## src/rtl/tdm_mux_4x1_if.sv

```systemverilog
// tdm_mux_4x1_if: bundle of the four producer channels and the shared
// output link of the 4:1 TDM multiplexer.
//   In0..In3  channel data          V0..V3    channel word valid
//   R0..R3    channel ready         Out       multiplexed data
//   S1,S0     channel tag of Out    Out_valid Out/S1/S0 hold a word
//   Out_ready downstream accepts the word
// Modports: slave = the multiplexer, master = producers + downstream link.
interface tdm_mux_4x1_if #(
  parameter int unsigned WIDTH = 8
);
  logic [WIDTH-1:0] In0;
  logic [WIDTH-1:0] In1;
  logic [WIDTH-1:0] In2;
  logic [WIDTH-1:0] In3;
  logic             V0;
  logic             V1;
  logic             V2;
  logic             V3;
  logic             R0;
  logic             R1;
  logic             R2;
  logic             R3;
  logic [WIDTH-1:0] Out;
  logic             S0;
  logic             S1;
  logic             Out_valid;
  logic             Out_ready;

  modport slave (
    input  In0, In1, In2, In3,
    input  V0, V1, V2, V3,
    output R0, R1, R2, R3,
    output Out, S0, S1, Out_valid,
    input  Out_ready
  );

  modport master (
    output In0, In1, In2, In3,
    output V0, V1, V2, V3,
    input  R0, R1, R2, R3,
    input  Out, S0, S1, Out_valid,
    output Out_ready
  );
endinterface

```

## src/rtl/tdm_mux_4x1.sv

```systemverilog
// tdm_mux_4x1: four-channel time-division multiplexer. Each channel has a
// one-word holding buffer; loaded buffers are granted onto a single
// registered output bus tagged with the channel index {S1,S0}, which steers
// the downstream 1:4 demultiplexer.
// Ports:
//   clk  rising-edge clock
//   rst  synchronous active-high reset
//   bus  tdm_mux_4x1_if.slave (In0..In3, V0..V3, R0..R3, Out, S1, S0,
//        Out_valid, Out_ready)
// Build option: define TDM_MUX_FIXED_PRI_EN for strict priority
// (channel 0 highest); default is round-robin after the last grant.
module tdm_mux_4x1 #(
  parameter int unsigned WIDTH = 8
) (
  input logic         clk,
  input logic         rst,
  tdm_mux_4x1_if.slave bus
);

  localparam int unsigned NCH  = 4;
  localparam int unsigned IDXW = 2;
`ifndef TDM_MUX_FIXED_PRI_EN
  localparam logic [IDXW-1:0] LAST_RST = 2'd3;
`endif

  // Channel inputs gathered into arrays
  logic [WIDTH-1:0] in_data [NCH];
  logic [NCH-1:0]   in_valid;
  logic [NCH-1:0]   ready_c;

  assign in_data[0] = bus.In0;
  assign in_data[1] = bus.In1;
  assign in_data[2] = bus.In2;
  assign in_data[3] = bus.In3;
  assign in_valid   = {bus.V3, bus.V2, bus.V1, bus.V0};

  // State
  logic [NCH-1:0]   full_q,  full_d;
  logic [WIDTH-1:0] buf_q [NCH];
  logic [WIDTH-1:0] buf_d [NCH];
  logic [WIDTH-1:0] out_q, out_d;
  logic [IDXW-1:0]  tag_q, tag_d;
  logic             valid_q, valid_d;
`ifndef TDM_MUX_FIXED_PRI_EN
  logic [IDXW-1:0]  last_q, last_d;
  logic [IDXW-1:0]  cand_c;
`endif

  logic             out_free_c;
  logic             grant_found_c;
  logic [IDXW-1:0]  grant_idx_c;

  // A full buffer cannot refill, so accept and drain never collide
  assign ready_c    = ~full_q & {NCH{~rst}};
  assign out_free_c = ~valid_q | bus.Out_ready;

  // Arbiter: scan from lowest to highest priority so the last hit wins
  always_comb begin
    grant_found_c = 1'b0;
    grant_idx_c   = '0;
`ifdef TDM_MUX_FIXED_PRI_EN
    for (int i = int'(NCH) - 1; i >= 0; i--) begin
      if (full_q[i]) begin
        grant_found_c = 1'b1;
        grant_idx_c   = IDXW'(i);
      end
    end
`else
    cand_c = '0;
    // Priority order is L+1, L+2, L+3, L; L+4 wraps to L
    for (int i = int'(NCH); i >= 1; i--) begin
      cand_c = last_q + IDXW'(i);
      if (full_q[cand_c]) begin
        grant_found_c = 1'b1;
        grant_idx_c   = cand_c;
      end
    end
`endif
  end

  // Next-state: drain into the output register, then capture accepted words
  always_comb begin
    full_d  = full_q;
    buf_d   = buf_q;
    out_d   = out_q;
    tag_d   = tag_q;
    valid_d = valid_q;
`ifndef TDM_MUX_FIXED_PRI_EN
    last_d  = last_q;
`endif

    if (out_free_c) begin
      if (grant_found_c) begin
        out_d                = buf_q[grant_idx_c];
        tag_d                = grant_idx_c;
        valid_d              = 1'b1;
        full_d[grant_idx_c]  = 1'b0;
`ifndef TDM_MUX_FIXED_PRI_EN
        last_d               = grant_idx_c;
`endif
      end else begin
        // Out and tag keep their last values when idle
        valid_d = 1'b0;
      end
    end

    for (int i = 0; i < int'(NCH); i++) begin
      if (in_valid[i] && ready_c[i]) begin
        full_d[i] = 1'b1;
        buf_d[i]  = in_data[i];
      end
    end
  end

  // State register
  always_ff @(posedge clk) begin
    if (rst) begin
      full_q  <= '0;
      out_q   <= '0;
      tag_q   <= '0;
      valid_q <= 1'b0;
`ifndef TDM_MUX_FIXED_PRI_EN
      last_q  <= LAST_RST;
`endif
      for (int i = 0; i < int'(NCH); i++) begin
        buf_q[i] <= '0;
      end
    end else begin
      full_q  <= full_d;
      out_q   <= out_d;
      tag_q   <= tag_d;
      valid_q <= valid_d;
`ifndef TDM_MUX_FIXED_PRI_EN
      last_q  <= last_d;
`endif
      for (int i = 0; i < int'(NCH); i++) begin
        buf_q[i] <= buf_d[i];
      end
    end
  end

  // Outputs
  assign bus.Out       = out_q;
  assign bus.S0        = tag_q[0];
  assign bus.S1        = tag_q[1];
  assign bus.Out_valid = valid_q;
  assign bus.R0        = ready_c[0];
  assign bus.R1        = ready_c[1];
  assign bus.R2        = ready_c[2];
  assign bus.R3        = ready_c[3];

endmodule

```

## src/flat_wrapper.sv

```systemverilog
// flat-port wrapper written by rule: the top's interface ports become plain ports
module tdm_mux_4x1_flat 
#(
  parameter int unsigned WIDTH = 8
)
  (clk, rst, bus_In0, bus_In1, bus_In2, bus_In3, bus_V0, bus_V1, bus_V2, bus_V3, bus_R0, bus_R1, bus_R2, bus_R3, bus_Out, bus_S0, bus_S1, bus_Out_valid, bus_Out_ready);
  tdm_mux_4x1_if #(.WIDTH(WIDTH)) bus_i ();
  input logic clk;
  input logic rst;
  input wire logic [$bits(bus_i.In0)-1:0] bus_In0;
  input wire logic [$bits(bus_i.In1)-1:0] bus_In1;
  input wire logic [$bits(bus_i.In2)-1:0] bus_In2;
  input wire logic [$bits(bus_i.In3)-1:0] bus_In3;
  input wire logic [$bits(bus_i.V0)-1:0] bus_V0;
  input wire logic [$bits(bus_i.V1)-1:0] bus_V1;
  input wire logic [$bits(bus_i.V2)-1:0] bus_V2;
  input wire logic [$bits(bus_i.V3)-1:0] bus_V3;
  output wire logic [$bits(bus_i.R0)-1:0] bus_R0;
  output wire logic [$bits(bus_i.R1)-1:0] bus_R1;
  output wire logic [$bits(bus_i.R2)-1:0] bus_R2;
  output wire logic [$bits(bus_i.R3)-1:0] bus_R3;
  output wire logic [$bits(bus_i.Out)-1:0] bus_Out;
  output wire logic [$bits(bus_i.S0)-1:0] bus_S0;
  output wire logic [$bits(bus_i.S1)-1:0] bus_S1;
  output wire logic [$bits(bus_i.Out_valid)-1:0] bus_Out_valid;
  input wire logic [$bits(bus_i.Out_ready)-1:0] bus_Out_ready;
  assign bus_i.In0 = bus_In0;
  assign bus_i.In1 = bus_In1;
  assign bus_i.In2 = bus_In2;
  assign bus_i.In3 = bus_In3;
  assign bus_i.V0 = bus_V0;
  assign bus_i.V1 = bus_V1;
  assign bus_i.V2 = bus_V2;
  assign bus_i.V3 = bus_V3;
  assign bus_R0 = bus_i.R0;
  assign bus_R1 = bus_i.R1;
  assign bus_R2 = bus_i.R2;
  assign bus_R3 = bus_i.R3;
  assign bus_Out = bus_i.Out;
  assign bus_S0 = bus_i.S0;
  assign bus_S1 = bus_i.S1;
  assign bus_Out_valid = bus_i.Out_valid;
  assign bus_i.Out_ready = bus_Out_ready;
  tdm_mux_4x1 #(.WIDTH(WIDTH)) u_core (.clk(clk), .rst(rst), .bus(bus_i));
endmodule
```

## config.mk

```make
export PLATFORM = sky130hd
export DESIGN_NAME = tdm_mux_4x1_flat
export DESIGN_NICKNAME = d
export VERILOG_FILES = /design/src/rtl/tdm_mux_4x1_if.sv /design/src/rtl/tdm_mux_4x1.sv /design/src/flat_wrapper.sv
export SDC_FILE = /design/constraint.sdc
export NUM_CORES = 1
export LEC_CHECK = 0
export ABC_AREA = 1
export CORE_MARGIN = 5
export CORE_UTILIZATION = 45
export CTS_CLUSTER_DIAMETER = 150
export DETAILED_ROUTE_END_ITERATION = 10
export MAX_ROUTING_LAYER = met4
export PLACE_DENSITY_LB_ADDON = 0.1
export SETUP_SLACK_MARGIN = 0.05
export SYNTH_ARGS = -nofsm -noshare
export SYNTH_HDL_FRONTEND = slang
export SYNTH_SLANG_ARGS = --single-unit
```

## constraint.sdc

```tcl
create_clock -name clk -period 2.1 [get_ports clk]
set_input_delay 0.42 -clock clk [delete_from_list [all_inputs] [get_ports clk]]
set_output_delay 0.42 -clock clk [all_outputs]
set_load 0.02 [all_outputs]
```

# == After elaboration in Yosys (flattened, before gate mapping) ==
# Index checks and enable logic that the tools add are counted.
# op_classes
addsub,3
bitwise,8
n_mux,28
div_mod_pow,0
multipliers,0
n_lt_le_gt_ge,7
n_eq_ne,0
n_reduce_logical,18
shifts,0
# op_table
op,count
8-bit binary-select mux with 2-bit select,1
8-bit two-way mux,2
2-bit nonzero test,8
"2-bit by 3-bit < comparator with 1-bit output, second input constant",5
1-bit two-way mux,14
2-bit AND reduction,5
4-bit AND,2
1-bit binary-select mux with 2-bit select,4
2-bit two-way mux,4
4-bit two-way mux,2
4-bit NOT,2
1-bit logical AND,5
"2-bit adder, second input constant",2
"3-bit >= comparator, second input constant",1
2-bit NOT with 3-bit output,1
"2-bit by 1-bit adder with 2-bit output, second input constant",1
1-bit demux with 2-bit select,1
"2-bit by 1-bit >= comparator with 1-bit output, second input constant",1
1-bit NOT,2
1-bit OR,1
# totals
regBits,49
latchBits,0
word_cells,76
ramBits,0
output_inout_bits,15
romBits,0
memories,0
in_bits,39

# == Longest topological paths before layout ==
# depth
word_depth,15
mapped_depth,15
depth_no_buf,14

# == Least setup slack after synthesis ==
# OpenSTA, ideal clock, no wires.
# synth_timing
path_kind,input to register
start,input rst
end,register u_core.buf_q[7] in the netlist's numbering
t_required_ps,1972
arrival_ps,1520
path_buffers,2
setup_slack_ps,452
setup_ps,128
stages,6
path_cell_list,clkbuf_1 -> nor2_1 -> nand2_1 -> clkbuf_1 -> o21ai_0 -> a21oi_1
# synth_between
elab_chain_len,3
# synth_rtl
element,line_no,source
"start, declared",flat_wrapper.sv:9,input logic rst;
1-bit NOT,tdm_mux_4x1.sv:54,assign ready_c = ~full_q & {NCH{~rst}};
4-bit AND,tdm_mux_4x1.sv:54,
via bus_R3,flat_wrapper.sv:21,output wire logic [$bits(bus_i.R3)-1:0] bus_R3;
1-bit logical AND,tdm_mux_4x1.sv:108,if (in_valid[i] && ready_c[i]) begin
"end signal, assigned by index",tdm_mux_4x1.sv:137,buf_q[i] <= buf_d[i];
"end, declared",tdm_mux_4x1.sv:39,logic [WIDTH-1:0] buf_q [NCH];
# The timed path passes the listed nets, and every way through them passes these cells.
# A chain may end at the register's enable or synchronous reset.

# == Worst setup path in the final report ==
# layout_timing
start,input rst
end,output bus_R2
# layout_between
elab_chain_len,2
# layout_rtl
element,line_no,source
1-bit NOT,tdm_mux_4x1.sv:54,
4-bit AND,tdm_mux_4x1.sv:54,
"end, declared",flat_wrapper.sv:20,output wire logic [$bits(bus_i.R2)-1:0] bus_R2;
# Every way passes these cells.

==> impl_metrics.json <==
{
  "start_util_pct": 46.4,
  "cp-start-kind": "input port",
  "rsz0062_at_grt": "no",
  "status": "finished, final reports clean",
  "wire_per_inst_um": 11.7,
  "cts_buffers": 5,
  "clock_latency_ns": 0.29,
  "r2r_end": "u_core.bus.Out[0]",
  "cp-end-kind": "output pin",
  "mostFrequentLayoutCell": "nand2_1",
  "yosysSeqAreaShare_pct": 44.4,
  "dp.cells": 437,
  "multi_input_area_um2": 1060,
  "final.period_utilization_pct": 88.2,
  "synth_seq_cells": 49,
  "drive_gt1_share_pct": 6.88,
  "fillers": 481,
  "finalMaxSlewViolations": 0,
  "setup_viol": 0,
  "vias_per_cell": 4.72,
  "yosysWarnings": 0,
  "rows": 25,
  "place_congestion": 0.801,
  "dp_slack_ns": -0.0465,
  "grt_pass1_vias": 1941,
  "antenna_cells": 0,
  "drv_cap": 0,
  "cts_tree": "built",
  "path_class": "in2out",
  "synth_area_um2": 2210,
  "place_area_um2": 2830,
  "tightest_slew_ns": 0.452,
  "numPortBuffers": 53,
  "finalWirelength_mm": 5.22,
  "cts_sinks": 49,
  "layoutNonFillerInstCount": 445,
  "fmax_mhz": 540,
  "first_pass_iters": 4,
  "core_area_um2": 4750,
  "die_y_um": 80.0,
  "utilization_pct": 61.8,
  "worst-r2r-cell-count": 13,
  "endpoint": "bus_R2",
  "fin_crit_ns": 1.85,
  "hold_class": "reg2reg",
  "post_cts_buffers": 0,
  "cts_buffer_depth": 2,
  "grt_usage_pct": 18.1,
  "totalPowerFinal_mw": 4.19,
  "worst_ep_arrival_time_ns": 1.43,
  "layout_setup_ws_ns": 0.248,
  "grt_max_degree": 29,
  "clk_pin_slew_ns": 0.08,
  "crit_required_ns": 1.68,
  "finalHoldViolations": 0,
  "synth_area_per_cell_um2": 6.88,
  "r2r-start": "u_core.last_q[0]",
  "synthesis.nets": 360,
  "maxSlewHeadroom_pct": 69.8,
  "ios": 54,
  "fin_skew_ns": 0.00411,
  "nNetsFinal": 416,
  "ys_types": 21,
  "fin_area_um2": 2940,
  "synthCells": 321,
  "final_cell_mix": "nand2_1 (103), clkdlybuf4s50_1 (49), dfxtp_1 (48)",
  "holdWs_ns": 0.460,
  "ir_drop_mv": 0.629,
  "postRouteAntennaNets": 0,
  "layout-area-overhead-vs-synth_pct": 33.2,
  "cts-htree-levels": 2,
  "vias": 2099,
  "powerDensity_nw_per_um2": 1420,
  "grt_pass1_wl_mm": 8.88,
  "reg2reg_slack_ns": 0.35,
  "cts-root-buf": "clkbuf_8",
  "drt_iter0_markers": 136,
  "die-area_um2": 6410,
  "finalSetupTns_ns": 0,
  "place_hpwl_mm": 3.84,
  "die_x_um": 80.0,
  "grt_overflow": 0,
  "antenna_found_initial": 0,
  "cp-startpoint": "rst",
  "post-route-drc-count": 0,
  "area.sequential_um2": 982,
  "crit_path_max_fanout": 5,
  "cts_hold_buf": 0,
  "cellLeakagePower_nw": 1.35
}
metal layers:
| metal | vias to the layer above | wire length [um] | part of all wire [%] | GRT usage [%] |
|---|---|---|---|---|
| met4 | 0 | 80 | 1.5 | 6.25 |
| li1 | 1154 | - | - | - |
| met5 | - | 0 | 0 | - |
| met2 | 43 | 2330 | 45 | 27.3 |
| met1 | 895 | 2520 | 48 | 24.0 |
| met3 | 7 | 290 | 5.6 | 3.72 |
power breakdown:
group | switching [mW] | internal [mW]
sequential | 0.147 | 1.15
combinational | 1.40 | 0.810
clock | 0.290 | 0.388
total | 1.84 | 2.35
repair_timing:
action | 4_1_cts | 5_1_grt
resized for setup | 4 | 1
setup endpoints to repair | 4 | 2
endpoints found under the hold margin | 0 | 0
how the worst min path moves through the flow:
stage / startpoint / to / slack (ns) / cells past startpoint
floorplan: u_core.buf_q[4] / u_core.buf_q[4] / 0.43 / 2
global placement: u_core.buf_q[0] / u_core.buf_q[0] / 0.44 / 2
detailed placement: u_core.buf_q[6] / u_core.buf_q[6] / 0.45 / 2
CTS: u_core.buf_q[6] / u_core.buf_q[6] / 0.46 / 2
global route: u_core.buf_q[22] / u_core.buf_q[22] / 0.49 / 2
finish: u_core.buf_q[6] / u_core.buf_q[6] / 0.46 / 2
cell type report:
class,instances,area share (%)
clock inverters,1,1.02
clock buffers,7,2.94
well taps,67,2.85
multi-input cells,235,36.0
inverters,24,3.23
flip-flops and latches,49,33.4
repair buffers,62,20.6
sequential cells by signal, summed over array words and instances, names as in the netlist:
| name | cells |
|---|---|
| u_core.bus.Out | 8 |
| u_core.full_q | 4 |
| u_core.buf_q | 32 |
| u_core.tag_q | 2 |
| u_core.bus.Out_valid | 1 |
| u_core.last_q | 2 |
kinds of logic after synthesis:
kind of cell	synth area share, %
compound gates	8.28
buf+inv	7.65
flops	44.4
simple gates	39.6
worst max-delay path, stage by stage:
cell and delay (ns):
clkdlybuf4s50_1 0.51, nor2_1 0.16, dlygate4sd2_1 0.35
synthesized netlist by cell type, drive strengths merged:
cell	instances	area, um2
clkbuf	8	30.0
o21ai	19	95.1
buf	5	43.8
nor2	36	135
clkinv	1	3.75
dfxtp	49	981
nand3	47	248
o211ai	3	22.5
nor3	1	5.00
inv	23	91.3
nand4	9	56.3
nand2	107	430
a21oi	13	65.1
Note: power is estimated with default switching activity, not from simulation.
